**src/rtl/cpu_pkg.sv**
```systemverilog
// Shared opcodes, control-word bit map and PC enable bundle for the bus CPU control path.
package cpu_pkg;

    localparam int unsigned CTRL_W = 12;

    localparam logic [3:0] OP_NOP = 4'h0;
    localparam logic [3:0] OP_LDA = 4'h1;
    localparam logic [3:0] OP_ADD = 4'h2;
    localparam logic [3:0] OP_SUB = 4'h3;
    localparam logic [3:0] OP_STA = 4'h4;
    localparam logic [3:0] OP_LDI = 4'h5;
    localparam logic [3:0] OP_JMP = 4'h6;
    localparam logic [3:0] OP_JC  = 4'h7;
    localparam logic [3:0] OP_JZ  = 4'h8;
    localparam logic [3:0] OP_OUT = 4'hE;
    localparam logic [3:0] OP_HLT = 4'hF;

    localparam int unsigned CTRL_MAR_IN   = 0;
    localparam int unsigned CTRL_RAM_OUT  = 1;
    localparam int unsigned CTRL_RAM_IN   = 2;
    localparam int unsigned CTRL_IR_IN    = 3;
    localparam int unsigned CTRL_IR_OUT   = 4;
    localparam int unsigned CTRL_A_IN     = 5;
    localparam int unsigned CTRL_A_OUT    = 6;
    localparam int unsigned CTRL_B_IN     = 7;
    localparam int unsigned CTRL_ALU_OUT  = 8;
    localparam int unsigned CTRL_ALU_SUB  = 9;
    localparam int unsigned CTRL_OUT_IN   = 10;
    localparam int unsigned CTRL_FLAGS_IN = 11;

    typedef struct packed {
        logic counter_en;
        logic output_en;
        logic input_en;
    } pc_en_t;

    typedef enum logic [0:0] {StRun, StHalted} seq_state_e;

endpackage

```
**src/rtl/microcode_decoder.sv**
```systemverilog
// Combinational microcode ROM: {step, opcode, flags} -> control word, halt and end-of-instruction.
// EARLY_STEP_RESET_EN shortens each instruction to its last non-empty step.
module microcode_decoder
    import cpu_pkg::*;
#(
    parameter int unsigned OPCODE_W  = 4,
    parameter int unsigned STEP_W    = 3,
    parameter int unsigned NUM_STEPS = 5
) (
    input  logic [STEP_W-1:0]   step_i,
    input  logic [OPCODE_W-1:0] opcode_i,
    input  logic                carry_i,
    input  logic                zero_i,
    output pc_en_t              pc_en_o,
    output logic [CTRL_W-1:0]   ctrl_o,
    output logic                halt_o,
    output logic                last_step_o
);

    localparam logic [STEP_W-1:0] T0    = STEP_W'(0);
    localparam logic [STEP_W-1:0] T1    = STEP_W'(1);
    localparam logic [STEP_W-1:0] T2    = STEP_W'(2);
    localparam logic [STEP_W-1:0] T3    = STEP_W'(3);
    localparam logic [STEP_W-1:0] T4    = STEP_W'(4);
    localparam logic [STEP_W-1:0] TLAST = STEP_W'(NUM_STEPS - 1);

    always_comb begin
        pc_en_o = '0;
        ctrl_o  = '0;
        halt_o  = 1'b0;
        case (step_i)
            T0: begin
                pc_en_o.output_en   = 1'b1;
                ctrl_o[CTRL_MAR_IN] = 1'b1;
            end
            T1: begin
                ctrl_o[CTRL_RAM_OUT] = 1'b1;
                ctrl_o[CTRL_IR_IN]   = 1'b1;
                pc_en_o.counter_en   = 1'b1;
            end
            T2: begin
                case (opcode_i)
                    OP_LDA, OP_ADD, OP_SUB, OP_STA: begin
                        ctrl_o[CTRL_IR_OUT] = 1'b1;
                        ctrl_o[CTRL_MAR_IN] = 1'b1;
                    end
                    OP_LDI: begin
                        ctrl_o[CTRL_IR_OUT] = 1'b1;
                        ctrl_o[CTRL_A_IN]   = 1'b1;
                    end
                    OP_JMP: begin
                        ctrl_o[CTRL_IR_OUT] = 1'b1;
                        pc_en_o.input_en    = 1'b1;
                    end
                    OP_JC: begin
                        ctrl_o[CTRL_IR_OUT] = carry_i;
                        pc_en_o.input_en    = carry_i;
                    end
                    OP_JZ: begin
                        ctrl_o[CTRL_IR_OUT] = zero_i;
                        pc_en_o.input_en    = zero_i;
                    end
                    OP_OUT: begin
                        ctrl_o[CTRL_A_OUT]  = 1'b1;
                        ctrl_o[CTRL_OUT_IN] = 1'b1;
                    end
                    OP_HLT:  halt_o = 1'b1;
                    default: ;
                endcase
            end
            T3: begin
                case (opcode_i)
                    OP_LDA: begin
                        ctrl_o[CTRL_RAM_OUT] = 1'b1;
                        ctrl_o[CTRL_A_IN]    = 1'b1;
                    end
                    OP_ADD, OP_SUB: begin
                        ctrl_o[CTRL_RAM_OUT] = 1'b1;
                        ctrl_o[CTRL_B_IN]    = 1'b1;
                    end
                    OP_STA: begin
                        ctrl_o[CTRL_A_OUT]  = 1'b1;
                        ctrl_o[CTRL_RAM_IN] = 1'b1;
                    end
                    default: ;
                endcase
            end
            T4: begin
                if (opcode_i == OP_ADD || opcode_i == OP_SUB) begin
                    ctrl_o[CTRL_ALU_OUT]  = 1'b1;
                    ctrl_o[CTRL_A_IN]     = 1'b1;
                    ctrl_o[CTRL_FLAGS_IN] = 1'b1;
                    ctrl_o[CTRL_ALU_SUB]  = (opcode_i == OP_SUB);
                end
            end
            default: ;
        endcase
    end

`ifdef EARLY_STEP_RESET_EN
    logic [STEP_W-1:0] last_idx;

    always_comb begin
        case (opcode_i)
            OP_LDI, OP_JMP, OP_JC, OP_JZ, OP_OUT, OP_HLT: last_idx = T2;
            OP_LDA, OP_STA:                               last_idx = T3;
            OP_ADD, OP_SUB:                               last_idx = T4;
            default:                                      last_idx = T1;
        endcase
        // TLAST term keeps the counter bounded if the opcode changes mid-instruction
        last_step_o = (step_i == last_idx) || (step_i == TLAST);
    end
`else
    assign last_step_o = (step_i == TLAST);
`endif

endmodule

```
**src/rtl/control_sequencer.sv**
```systemverilog
// T-step counter and HALTED state around the microcode decoder; outputs are combinational.
// Optional EARLY_STEP_RESET_EN ends each instruction at its last non-empty step.
module control_sequencer
    import cpu_pkg::*;
#(
    parameter int unsigned OPCODE_W  = 4,
    parameter int unsigned STEP_W    = 3,
    parameter int unsigned NUM_STEPS = 5
) (
    input  logic                clk,
    input  logic                reset,
    input  logic [OPCODE_W-1:0] opcode,
    input  logic                carry_flag,
    input  logic                zero_flag,
    output logic                pc_counter_enable,
    output logic                pc_output_enable,
    output logic                pc_input_enable,
    output logic [CTRL_W-1:0]   ctrl,
    output logic                halt,
    output logic [STEP_W-1:0]   step
);

    seq_state_e        state_q, state_d;
    logic [STEP_W-1:0] step_q, step_d;

    pc_en_t            dec_pc_en;
    logic [CTRL_W-1:0] dec_ctrl;
    logic              dec_halt;
    logic              dec_last;

    microcode_decoder #(
        .OPCODE_W  (OPCODE_W),
        .STEP_W    (STEP_W),
        .NUM_STEPS (NUM_STEPS)
    ) u_decoder (
        .step_i      (step_q),
        .opcode_i    (opcode),
        .carry_i     (carry_flag),
        .zero_i      (zero_flag),
        .pc_en_o     (dec_pc_en),
        .ctrl_o      (dec_ctrl),
        .halt_o      (dec_halt),
        .last_step_o (dec_last)
    );

    always_ff @(posedge clk) begin
        if (reset) begin
            state_q <= StRun;
            step_q  <= '0;
        end else begin
            state_q <= state_d;
            step_q  <= step_d;
        end
    end

    always_comb begin
        state_d           = state_q;
        step_d            = step_q;
        pc_counter_enable = dec_pc_en.counter_en;
        pc_output_enable  = dec_pc_en.output_en;
        pc_input_enable   = dec_pc_en.input_en;
        ctrl              = dec_ctrl;
        halt              = dec_halt;
        unique case (state_q)
            StRun: begin
                if (dec_halt) begin
                    // step stays frozen at the HLT step while halted
                    state_d = StHalted;
                end else if (dec_last) begin
                    step_d = '0;
                end else begin
                    step_d = step_q + STEP_W'(1);
                end
            end
            StHalted: begin
                pc_counter_enable = 1'b0;
                pc_output_enable  = 1'b0;
                pc_input_enable   = 1'b0;
                ctrl              = '0;
                halt              = 1'b1;
            end
            default: state_d = StRun;
        endcase
    end

    assign step = step_q;

endmodule

```
**config.mk**
```make
export PLATFORM = sky130hd
export DESIGN_NAME = control_sequencer
export DESIGN_NICKNAME = d
export VERILOG_FILES = /design/src/rtl/cpu_pkg.sv /design/src/rtl/microcode_decoder.sv /design/src/rtl/control_sequencer.sv
export SDC_FILE = /design/constraint.sdc
export NUM_CORES = 1
export LEC_CHECK = 0
export ABC_AREA = 1
export BUFFER_PORTS_ARGS = -buffer_cell sky130_fd_sc_hd__buf_2
export CAP_MARGIN = 20
export CORE_AREA = 5 5 42 44
export CTS_CLUSTER_DIAMETER = 60
export DETAILED_ROUTE_END_ITERATION = 7
export DIE_AREA = 0 0 47 49
export PLACE_DENSITY = 0.72
export SLEW_MARGIN = 20
export SYNTH_ARGS = -nofsm -noshare
export SYNTH_HDL_FRONTEND = slang
export SYNTH_SLANG_ARGS = --single-unit
```
**constraint.sdc**
```tcl
create_clock -name clk -period 1.4 [get_ports clk]
set_input_delay 0 -clock clk [delete_from_list [all_inputs] [get_ports clk]]
set_output_delay 0 -clock clk [all_outputs]
set_load 0.01 [all_outputs]
```
**After elaboration in Yosys (flattened, before gate mapping)**

Index checks and enable logic that the tools add are counted.

- Register bits after elaboration: 4
- Input bits: 8
- Output and inout bits: 19

- $add $sub $neg: 1
- Equality and inequality tests: 14
- Muxes and demuxes: 34
- Bitwise gates (word level): 2
- Reductions and logical operators: 7

Operator list:

| operator | number |
|---|---|
| 1-bit 2-to-1 mux | 24 |
| 4-bit by 3-bit equality test with 1-bit output, second input constant | 4 |
| 4-bit equality test, second input constant | 3 |
| 12-bit 2-to-1 mux | 1 |
| 1-bit case mux with 3 select lines | 3 |
| 4-bit by 2-bit equality test with 1-bit output, second input constant | 2 |
| 3-bit by 2-bit equality test with 1-bit output, second input constant | 2 |
| 1-bit case mux with 2 select lines | 3 |
| 6-bit OR reduction | 1 |
| 4-bit by 1-bit equality test with 1-bit output, second input constant | 1 |
| 2-bit 2-to-1 mux | 2 |
| 4-bit OR reduction | 1 |
| 3-bit by 1-bit adder with 3-bit output, second input constant | 1 |
| 3-bit by 1-bit equality test with 1-bit output, second input constant | 1 |
| 3-bit equality test, second input constant | 1 |
| 3-bit zero test | 1 |
| 3-bit 2-to-1 mux | 1 |
| 3-bit OR reduction | 1 |
| 1-bit inverter | 2 |
| 2-bit AND reduction | 1 |
| 2-bit OR reduction | 1 |
| 1-bit logical OR | 1 |

**Logic depth before layout (Yosys ltp)**

- Depth in word-level cells: 5
- Gate-level depth with buffers: 9

**Hierarchy**

A second synthesis with hierarchy kept.

- Cells, all modules: 114
- Area, all modules: 616.8 µm²

Modules (own cells, without submodules):

| module | times used | cells each | area each (µm²) | sequential area each (µm²) |
|---|---|---|---|---|
| control_sequencer | 1 | 59 | 345.3 | 80.1 |
| microcode_decoder | 1 | 55 | 271.5 | 0.0 |

**Least setup slack after synthesis**

Ideal clock, no wire load.

- Path type: reg2reg
- Start: register step_q[0], in the netlist step[0]
- End: register step_q[0], in the netlist step[0]
- Arrival: 1.134 ns
- Data required time: 1.287 ns
- Setup slack: 0.153 ns
- Stages on the path, launching flop included: 9
- Buffers on the path: 0
- Period minus slack after synthesis: 1.247 ns
- Cells stage by stage: dfxtp_1 > inv_1 > ha_1 > nand2_2 > inv_2 > nand2_2 > nand2_2 > nor2_1 > nor2_1

- Longest elaborated chain between the ends: 4
- Elaborated cells on any way between the ends: 7
- Classes of those cells: add/sub (1); eq/ne (2); mux (2); bitwise (1); reduce/logical (1)

Ends and longest elaborated chain:

| what | line | text |
|---|---|---|
| start, declared | control_sequencer.sv:24 | `logic [STEP_W-1:0] step_q, step_d;` |
| start signal, assigned | control_sequencer.sv:52 | `step_q <= step_d;` |
| branches (longest 4 deep; another with 3-bit by 1-bit adder with 3-bit output) | - |  |

Several ways; the timed one is not identified.
A chain may end at the register's enable or synchronous reset.

**Worst setup path after layout**

- Start: register step_q[0], in the netlist step[0]
- End: output ctrl[9]

- Longest elaborated chain between the ends: 3

Ends and longest elaborated chain:

| what | line | text |
|---|---|---|
| 3-bit equality test | microcode_decoder.sv:31 | `case (step_i)` |
| 2-bit 2-to-1 mux | microcode_decoder.sv:31 |  |
| 12-bit 2-to-1 mux | control_sequencer.sv:64 | `unique case (state_q)` |
| end, declared | control_sequencer.sv:18 | `output logic [CTRL_W-1:0] ctrl,` |

No other way between the ends.

==> metrics.md <==
| Metric | Value |
|---|---|
| DP Wirelength | 1150 µm |
| Wire per inst | 10.8 µm |
| Status | complete, no violations |
| Drt first pass iters | 4 |
| Final Routed Wirelength | 1550 µm |
| Syn_area_per_cell | 5.52 µm² |
| Post-route insts no fill | 143 |
| Worst min path class | input port to flop |
| Inst Count DP | 136 |
| CTS Buffer Depth | 2 |
| Nets | 142 |
| Synth unique cells | 19 |
| Die X | 47 µm |
| RSZ-0062 raised after global routing | yes |
| Kind of critical path | flop to output port |
| Worst Setup SP | step[0]$_SDFFE_PP0P_ |
| Synth Instances | 97 |
| Clock Skews | 0.00165 ns |
| Final setup vio count | 0 |
| Inserted Clock Buffers | 3 |
| First-pass GRT wire length | 2280 µm |
| Hold wc startpoint | opcode[2] |
| Die footprint | 0.00230 mm² |
| Busiest grt layer | met2 |
| Register bit total from synthesis | 4 |
| DRC Markers | 0 |
| GRT Total Usage | 13.1% |
| Final Total Pwr | 0.622 mW |
| M1 GR Usage | 13.4% |
| Ratio of cells with drive above 1 in the final layout | 46.5% |
| Site Rows | 14 |
| I/O pin cnt | 27 |
| Syn-to-layout area delta | 54.7% |
| Met2 Use GR | 23.3% |
| Most common cell after layout, fill and taps aside | buf_2 |
| Fill cells | 145 |
| Core Area | 0.00140 mm² |
| Die height | 49 µm |
| H-tree Lvls | 1 |
| Detailed Route Iter0 Violations | 11 |
| F_max | 0.734 GHz |
| Worst-Skew Late Latency | 0.23 ns |
| Slew Viols, Final | 0 |
| Final core utilization | 59.1% |
| Largest net degree at the start of global routing | 9 |
| Clock-pin slew on the worst setup and hold paths | 0.03 ns |
| Final period utilization | 97.3% |
| Clock sink count | 4 |
| Lkg Pwr | 0.487 nW |
| Syn_nets | 110 |
| Remaining antenna violation count | 0 |
| Synth Cell Area | 536 µm² |
| CP Capture Type | output port |
| RD Place Congestion | 0.774 |
| # Max-Cap Violations | 0 |
| Initial antenna violation count | 0 |
| Slew HR | 72.5% |
| Commonest non-fill, non-tap cells in the layout | buf_2 (25), nor2_1 (23), inv_1 (14), nand2_1 (13), nand2_2 (6) |
| Maximum VDD drop | 0.463 mV |
| Vias/cell | 4.66 |
| Via count | 667 |
| Worst Path Arrival | 1.36 ns |
| Pwr dens | 751 mW/mm² |
| Final WS setup | 0.0373 ns |
| Largest fanout on the critical path | 5 |
| Vias in the first global route | 586 |
| Port Buffers | 26 |
| Gr ovfl total | 0 |
| Initial core utilization | 38.2% |
| Slew at the pin with the worst max-slew slack | 0.411 ns |
| ANT cells | 0 |
| CP startpoint kind | flop |
| Crit path required time | 1.40 ns |
| Fin. Hold Viols | 0 |
| Seq/Total Area, Yosys | 15.0% |
| Warning count from the yosys run | 0 |
| Min Tclk post-route | 1.36 ns |
| CTS tree | done |
| Worst R2R Start | step[0]$_SDFFE_PP0P_ |
| CTS root buf | clkbuf_4 |
| Grt met3 use | 2.58% |
| DP Worst Slack | 0.104 ns |
-- flip-flops by register name, indices dropped and copies added (netlist names) --
register and flops:
step 3, state_q 1
-- final cells by class --
cell class                      instances  area, µm²  area share, %
Clock buffer                            3       22.5           2.72
Inverter                               20       80.1           9.67
Multi-Input combinational cell         70        448           54.1
Sequential cell                         4       88.8           10.7
Tap cell                               16       20.0           2.42
Timing Repair Buffer                   30        169           20.4
-- kinds of logic (layout without fill, tap and decap cells) --
group / after synthesis / in the layout / share of synthesized area [%]
buffers and inverters: 23 / 53 / 17.8
AND/OR/NAND/NOR: 56 / 56 / 46.3
AO/OA/AOI/OAI: 9 / 9 / 9.35
flip-flops: 4 / 4 / 15.0
adder cells (fa/ha/maj): 5 / 5 / 11.7
-- where the power goes --
group          total [mW]  switching (mW)  internal, mW
clock               0.135          0.0397        0.0953
sequential          0.163          0.0313         0.132
combinational       0.324           0.183         0.141
-- worst max-delay path, cell delays in order (launching register included) --
cell     delay [ns]
dfxtp_4        0.36
inv_4          0.08
ha_4           0.13
nand2_2        0.06
inv_2          0.10
nand3_4        0.08
nor3_2         0.17
buf_2          0.15
-- cell usage after synthesis --
library cell	number	area (µm²)
o22ai_1	1	6.26
nand4_1	1	6.26
a21oi_1	3	15.0
nand2_2	5	31.3
buf_2	1	5.00
buf_4	2	15.0
nor2_2	1	6.26
o21ai_0	4	20.0
ha_1	5	62.6
nand2_1	16	60.1
inv_2	2	7.51
a21oi_2	1	8.76
inv_1	18	67.6
nand3_1	5	25.0
dfxtp_1	4	80.1
nor2_4	1	11.3
nor2_1	24	90.1
nor3_1	2	10.0
nand3b_1	1	7.51
-- metal layers --
metal	wire length, µm	up-vias	part of all wire [%]
met1	588	298	38
met5	0	-	0
li1	-	355	-
met3	79	2	5.1
met4	6	0	0.39
met2	874	12	56
-- stage by stage --
step | hold slack [ns] | setup TNS [ns] | area, µm²
2_1_floorplan | 0.0724 | 0 | 536
3_3_place_gp | 0.176 | 0 | 666
3_5_place_dp | 0.175 | 0 | 666
4_1_cts | 0.270 | -0.0201 | 728
5_1_grt | 0.306 | -0.207 | 828
6_report | 0.286 | 0 | 828
-- final timing paths --
check / end / slack, ns / cells after the start
worst min register to register: step[2]$_SDFFE_PP0P_ / 0.56 / 2
worst max-delay path: ctrl[9] / 0.04 / 7
worst min-delay path: state_q$_SDFF_PP0_ / 0.29 / 5
worst max register to register: step[1]$_SDFFE_PP0P_ / 0.12 / 8
-- timing repair --
item | CTS | global route
endpoints found under the setup margin | 9 | 10
hold buffers | 1 | 0
gates resized for setup | 9 | 23
gates cloned | 0 | 0
pin swaps | 0 | 3
setup buffers | 1 | 2
hold endpoints to repair | 1 | 0
No activity file was read; power rests on OpenSTA's default activity.
